`config.mk`:
```
export PLATFORM = sky130hd
export DESIGN_NAME = pc_reg
export DESIGN_NICKNAME = d
export VERILOG_FILES = /design/src/rtl/pc_reg.sv
export SDC_FILE = /design/constraint.sdc
export NUM_CORES = 1
export LEC_CHECK = 0
export BUFFER_PORTS_ARGS = -buffer_cell sky130_fd_sc_hd__clkbuf_2
export CORE_UTILIZATION = 44
export DETAILED_ROUTE_END_ITERATION = 10
export GPL_ROUTABILITY_DRIVEN = 0
export PLACE_DENSITY = 0.76
export SLEW_MARGIN = 20
export SYNTH_ARGS = -nofsm -noshare
export SYNTH_HDL_FRONTEND = slang
export SYNTH_SLANG_ARGS = --single-unit
```
`constraint.sdc`:
```
create_clock -name clk -period 1.1 [get_ports clk]
set_clock_uncertainty 0.15 [all_clocks]
set_input_delay 0.22 -clock clk [delete_from_list [all_inputs] [get_ports clk]]
set_output_delay 0.22 -clock clk [all_outputs]
set_load 0.005 [all_outputs]
```
`src/rtl/pc_reg.sv`:
```
// Program-counter register for the pipelined CPU.
// It holds the current fetch address and loads the next-PC value from the
// next-PC mux when en is high. When en is low, the current address is held,
// which stalls fetch. clr is an asynchronous, active-low reset that forces the
// PC to RESET_VEC straight away, with no clock edge needed.
// data comes directly from the register, so there is no combinational path
// from adr or en to the instruction-memory address.
module pc_reg #(
    parameter int unsigned       WIDTH     = 32,
    parameter logic [WIDTH-1:0]  RESET_VEC = '0
) (
    input  logic             clk,
    input  logic             clr,
    input  logic             en,
    input  logic [WIDTH-1:0] adr,
    output logic [WIDTH-1:0] data
);

    logic [WIDTH-1:0] data_reg;
    logic [WIDTH-1:0] data_next;

    // Next-state select: take the new address when enabled, otherwise hold.
    // adr is passed through at full width, with no masking or alignment.
    always_comb begin
        data_next = data_reg;
        if (en) begin
            data_next = adr;
        end
    end

    // PC register. Reset takes priority over the load enable.
    always_ff @(posedge clk or negedge clr) begin
        if (!clr) begin
            data_reg <= RESET_VEC;
        end else begin
            data_reg <= data_next;
        end
    end

    assign data = data_reg;

endmodule

```
==> results.sh, run 1 <==
export IMPL_syn_instance_count=68
export IMPL_numCtsBuffers=5
export IMPL_tritoncts="done"
export IMPL_tns_ns=-3.56
export IMPL_final_area_sq_mm=0.00228
export IMPL_grt_ovfl_total=0
export IMPL_ant_nets=0
export IMPL_rrSetupSlack_ns=-0.06
export IMPL_path_clk_slew_ns=0.10
export IMPL_ys_types=5
export IMPL_max_stage_delay_ns=0.40
export IMPL_max_slew_margin_rel_pct=88.2
export IMPL_die_h_microns=57.3
export IMPL_synthToLayoutAreaGrowth_pct=69.4
export IMPL_maxClockFrequency_mhz=814
export IMPL_synth_area_sq_mm=0.00135
export IMPL_nets=232
export IMPL_clock_sinks=32
export IMPL_crit_type="reg2out"
export IMPL_clockRootBuffer="clkbuf_4"
export IMPL_postSynthAreaPerCell_sq_um=19.8
export IMPL_worst_hold_path_type="in2async"
export IMPL_dr_pass1_iters=7
export IMPL_endpoint_kind="output port"
export IMPL_synth_top_cells_by_area="dfrtp_1 60%, mux2_4 33%, buf_12 4.5%, mux2_2 1.7%, buf_6 0.84%"
export IMPL_finalHoldViolCount=0
export IMPL_synth_nets=103
export IMPL_worst_path_buf_inv=1
export IMPL_boundaryPins=67
export IMPL_wl_per_cell_microns=14.7
export IMPL_worst_r2r_path_depth=3
export IMPL_path_cells="clkbuf_2"
export IMPL_rsz0062_at_grt="true"
export IMPL_place_area_sq_mm=0.00170
export IMPL_max_cap_viol_count=0
export IMPL_grt_pass1_vias=1071
export IMPL_grt_max_degree=33
export IMPL_cts_htree_levels=2
export IMPL_dpl_hpwl_mm=1.67
export IMPL_cts_buffer_depth=2
export IMPL_ys_seq_elements=32
export IMPL_cp_arrival_ns=0.86
export IMPL_outcome="finished with violations"
export IMPL_ys_seq_area_share_pct=59.5
export IMPL_start_kind="flip-flop"
export IMPL_layout_drive_gt1_share_pct=66.5
export IMPL_violations="design-rule violations, negative setup slack"
export IMPL_crit_required_ns=0.73
export IMPL_cp_endpoint="data[1]"
export IMPL_rows=19
export IMPL_cp_max_fo=2
export IMPL_post_route_period_util_pct=112
export IMPL_synth_top_area_share_pct=59.5
export IMPL_track_usage_pct=21.3
export IMPL_min_period_ns=1.23
export IMPL_regArea_sq_um=801
export IMPL_startpoint="data[1]"
export IMPL_insertion_delay_ns=0.32
export IMPL_antennaDiodeCount=0
export IMPL_whs_ns=0.230
export IMPL_grt_pass1_wl_mm=4.95
export IMPL_drt_wl_total_mm=3.34
export IMPL_core_area_sq_mm=0.00283
export IMPL_start_util_pct=47.5
export IMPL_worstMarginPinSlew_ns=0.176
export IMPL_cp_slowest_cell="dfrtp_1"
export IMPL_die_x_microns=57.3
export IMPL_crit_cells=1
export IMPL_pre_cts_slack_ns=-0.0816
export IMPL_port_buffers=66
export IMPL_setup_ws_ns=-0.128
export IMPL_dieArea_sq_mm=0.00328
export IMPL_crit_family="flip-flops"
export IMPL_via_count=1029
export IMPL_p_total_mw=2.68
export IMPL_avgViaCountPerCell=4.51
export IMPL_antenna_found_initial=0
export IMPL_rr_endpoint="data[12]"
export IMPL_leakagePower_nw=1.22
export IMPL_r2r_start="data[12]"
export IMPL_fillers=169
export IMPL_route_detailed_drc=2
export IMPL_yosys_warnings=0
export IMPL_synth_area_leader_cell="dfrtp_1"
export IMPL_multi_input_area_sq_um=473
export IMPL_power_density_mw_per_mm2=1180
export IMPL_largest_reg_flops=32
export IMPL_setup_violations=38
export IMPL_slew_violations=0
export IMPL_vdd_drop_max_mv=0.964
export IMPL_drt_iter0_markers=28
## what timing repair did
item                                    in CTS  in global routing
endpoints found under the setup margin      32                 32
endpoints found under the hold margin       64                  0
gates resized for setup                      0                  5
buffers inserted                            12                 12
hold buffers                                33                  0
## Yosys cell counts
cell type and n:
mux2_2 2, dfrtp_1 32, mux2_4 30, buf_12 3, buf_6 1
## cells by family (layout without fill, tap and decap cells)
| logic type | Yosys count | after routing | share of synthesized area [%] |
|---|---|---|---|
| muxes | 32 | 32 | 35.2 |
| buffers and inverters | 4 | 133 | 5.30 |
| DFF | 32 | 32 | 59.5 |
## cell type report
| cell class | instances | area share, % |
|---|---|---|
| timing repair buffer | 126 | 40.4 |
| clock buffer | 6 | 1.81 |
| multi-input combinational | 32 | 20.8 |
| clock inverter | 1 | 0.220 |
| tap | 31 | 1.70 |
| sequential | 32 | 35.1 |
## layer usage
metal	vias up	GRT usage [%]	share of wire, %
met1	492	23.4	39
met4	0	7.67	1.6
met2	40	37.5	53
met5	-	0	0
met3	8	8.16	6.0
li1	489	-	-
## power by group
group / internal (mW) / total [mW] / leakage, nW / switching, mW
Clock: 0.235 / 0.604 / 0.0281 / 0.369
Combinational: 0.497 / 0.717 / 0.816 / 0.220
Sequential: 1.29 / 1.36 / 0.374 / 0.0705
Total: 2.03 / 2.68 / 1.22 / 0.659
## metrics by stage
stage                     cells  util, %
after detailed placement    164     60.2
after global placement      164     60.2
after floorplan              68        -
final                       228     80.5
after CTS                   216     76.7
after global routing        228     80.5
## cells in the final DEF (no fill, tap or decap), drive strengths merged
| cell type | synthesis | final |
|---|---|---|
| mux2 | 32 | 32 |
| clkinv | 0 | 1 |
| clkbuf | 0 | 72 |
| dfrtp | 32 | 32 |
| dlygate4sd3 | 0 | 33 |
| buf | 4 | 27 |
## how the worst min path moves through the flow
stage	start	end	slack, ns	cells after the start
global placement	clr	data[29]	0.03	2
CTS	clr	data[26]	0.23	3
global route	clr	data[29]	0.25	3
detailed placement	clr	data[26]	0.04	2
floorplan	clr	data[0]	-0.23	0
finish	clr	data[26]	0.23	3
Power figures use the tool's default switching activity.
==> run 2, diff against run 1 <==
--- a/config.mk
+++ b/config.mk
@@ -7,6 +7,7 @@
 export LEC_CHECK = 0
 export BUFFER_PORTS_ARGS = -buffer_cell sky130_fd_sc_hd__clkbuf_2
 export CORE_UTILIZATION = 44
+export CTS_BUF_LIST = sky130_fd_sc_hd__clkbuf_4 sky130_fd_sc_hd__clkbuf_8 sky130_fd_sc_hd__clkbuf_16
 export DETAILED_ROUTE_END_ITERATION = 10
 export GPL_ROUTABILITY_DRIVEN = 0
 export PLACE_DENSITY = 0.76
==> run 2 against run 1 <==
  * Power is 0.89% higher
  * Critical path depth unchanged
  * Non-clock buffer count unchanged
  * Count of clock-buffer cells in the layout unchanged
  * The flow still finishes with violations (design-rule violations, negative setup slack)
  * Design area grew 0.16%
  * Fmax barely moved
  * Largest cell class unchanged
  * Sequential power is essentially flat
  * Clock power up 4.0%
  * Flip-flop and latch count is the same
  * Highest routed layer unchanged
==> results.sh, run 2 (synthesis gave the netlist of run 1 again) <==
export IMPL_outcome="finished with violations"
export IMPL_violations="design-rule violations, negative setup slack"
export IMPL_vdd_drop_max_mv=0.964
export IMPL_cp_arrival_ns=0.86
export IMPL_drt_wl_total_mm=3.36
export IMPL_nets=232
export IMPL_ant_nets=0
export IMPL_layout_drive_gt1_share_pct=67.0
export IMPL_rr_endpoint="data[12]"
export IMPL_cts_htree_levels=2
export IMPL_antennaDiodeCount=0
export IMPL_tritoncts="done"
export IMPL_endpoint_kind="output port"
export IMPL_fillers=169
export IMPL_path_clk_slew_ns=0.10
export IMPL_max_slew_margin_rel_pct=88.4
export IMPL_startpoint="data[1]"
export IMPL_cp_max_fo=2
export IMPL_core_area_sq_mm=0.00283
export IMPL_setup_ws_ns=-0.128
export IMPL_worst_path_buf_inv=1
export IMPL_grt_pass1_wl_mm=4.97
export IMPL_max_stage_delay_ns=0.40
export IMPL_min_period_ns=1.23
export IMPL_die_x_microns=57.3
export IMPL_worst_r2r_path_depth=3
export IMPL_layout_commonest_cell="clkbuf_2"
export IMPL_route_detailed_drc=2
export IMPL_track_usage_pct=21.4
export IMPL_dpl_hpwl_mm=1.67
export IMPL_crit_type="reg2out"
export IMPL_pre_cts_slack_ns=-0.0816
export IMPL_path_cells="clkbuf_2"
export IMPL_crit_required_ns=0.73
export IMPL_boundaryPins=67
export IMPL_post_route_period_util_pct=112
export IMPL_worst_hold_path_type="in2async"
export IMPL_avgViaCountPerCell=4.53
export IMPL_crit_family="flip-flops"
export IMPL_synthToLayoutAreaGrowth_pct=69.7
export IMPL_drt_iter0_markers=32
export IMPL_rows=19
export IMPL_start_util_pct=47.5
export IMPL_maxClockFrequency_mhz=814
export IMPL_dr_pass1_iters=7
export IMPL_grt_max_degree=33
export IMPL_insertion_delay_ns=0.32
export IMPL_multi_input_area_sq_um=473
export IMPL_final_area_sq_mm=0.00228
export IMPL_finalHoldViolCount=0
export IMPL_power_density_mw_per_mm2=1190
export IMPL_slew_violations=0
export IMPL_clock_sinks=32
export IMPL_leakagePower_nw=1.22
export IMPL_via_count=1033
export IMPL_layout_common_cells="66 x clkbuf_2, 33 x dlygate4sd3_1, 32 x dfrtp_1, 30 x mux2_4, 19 x buf_4"
export IMPL_setup_violations=38
export IMPL_start_kind="flip-flop"
export IMPL_regArea_sq_um=801
export IMPL_place_area_sq_mm=0.00170
export IMPL_tns_ns=-3.53
export IMPL_rrSetupSlack_ns=-0.05
export IMPL_worstMarginPinSlew_ns=0.174
export IMPL_rsz0062_at_grt="true"
export IMPL_cts_buffer_depth=2
export IMPL_max_cap_viol_count=0
export IMPL_grt_pass1_vias=1071
export IMPL_clockRootBuffer="clkbuf_4"
export IMPL_largest_reg_flops=32
export IMPL_port_buffers=66
export IMPL_dieArea_sq_mm=0.00328
export IMPL_wl_per_cell_microns=14.7
export IMPL_numCtsBuffers=5
export IMPL_cp_slowest_cell="dfrtp_1"
export IMPL_r2r_start="data[12]"
export IMPL_grt_ovfl_total=0
export IMPL_antenna_found_initial=0
export IMPL_die_h_microns=57.3
-- run 2: cell count changes in the layout (fill, tap and decap cells not counted) --
cell	before	now
clkbuf_1	1	0
clkbuf_4	5	6
-- run 2: worst max path at each step --
stage	end	slack (ns)	depth (start not counted)
floorplan	data[0]	0.06	3
global placement	data[29]	-0.05	3
detailed placement	data[29]	-0.08	3
CTS	data[16]	-0.12	1
global route	data[16]	-0.17	1
finish	data[1]	-0.13	1
-- run 2: metrics by stage --
step	power [mW]	util, %	hold slack, ns	std cells
finish	2.71	80.7	0.232	228
global route	2.84	80.7	0.244	228
CTS	2.62	76.8	0.229	216
detailed placement	1.85	60.2	0.0393	164
global placement	1.84	60.2	0.0344	164
floorplan	1.63	-	-0.226	68
-- run 2: layout make-up --
type                            instances  share of cell area (%)
Sequential cell                        32                    35.1
Multi-Input combinational cell         32                    20.7
Tap cell                               31                    1.70
Timing Repair Buffer                  126                    40.3
Clock inverter                          1                   0.219
Clock buffer                            6                    1.97
-- run 2: what timing repair did --
action	in CTS	in global routing
hold endpoints to repair	64	0
gates cloned	0	0
setup endpoints to repair	32	32
resized for setup	0	5
hold buffers	33	0
setup buffers	12	12
-- run 2: tightest hold or removal path, delay by kind of cell --
family | cells | cell delay, ns
buf+inv | 3 | 0.85
-- run 2: where the power goes --
group	total (mW)	internal, mW	switching (mW)	leakage [nW]
combinational	0.717	0.497	0.220	0.816
clock	0.628	0.260	0.368	0.0315
sequential	1.36	1.29	0.0701	0.374
total	2.71	2.05	0.659	1.22
-- run 2: metal layers --
metal | vias up | track usage, % | wire [microns]
li1 | 490 | - | -
met1 | 490 | 23.4 | 1280
met2 | 45 | 37.8 | 1790
met3 | 8 | 8.16 | 227
met4 | 0 | 7.67 | 55
met5 | - | 0 | 0
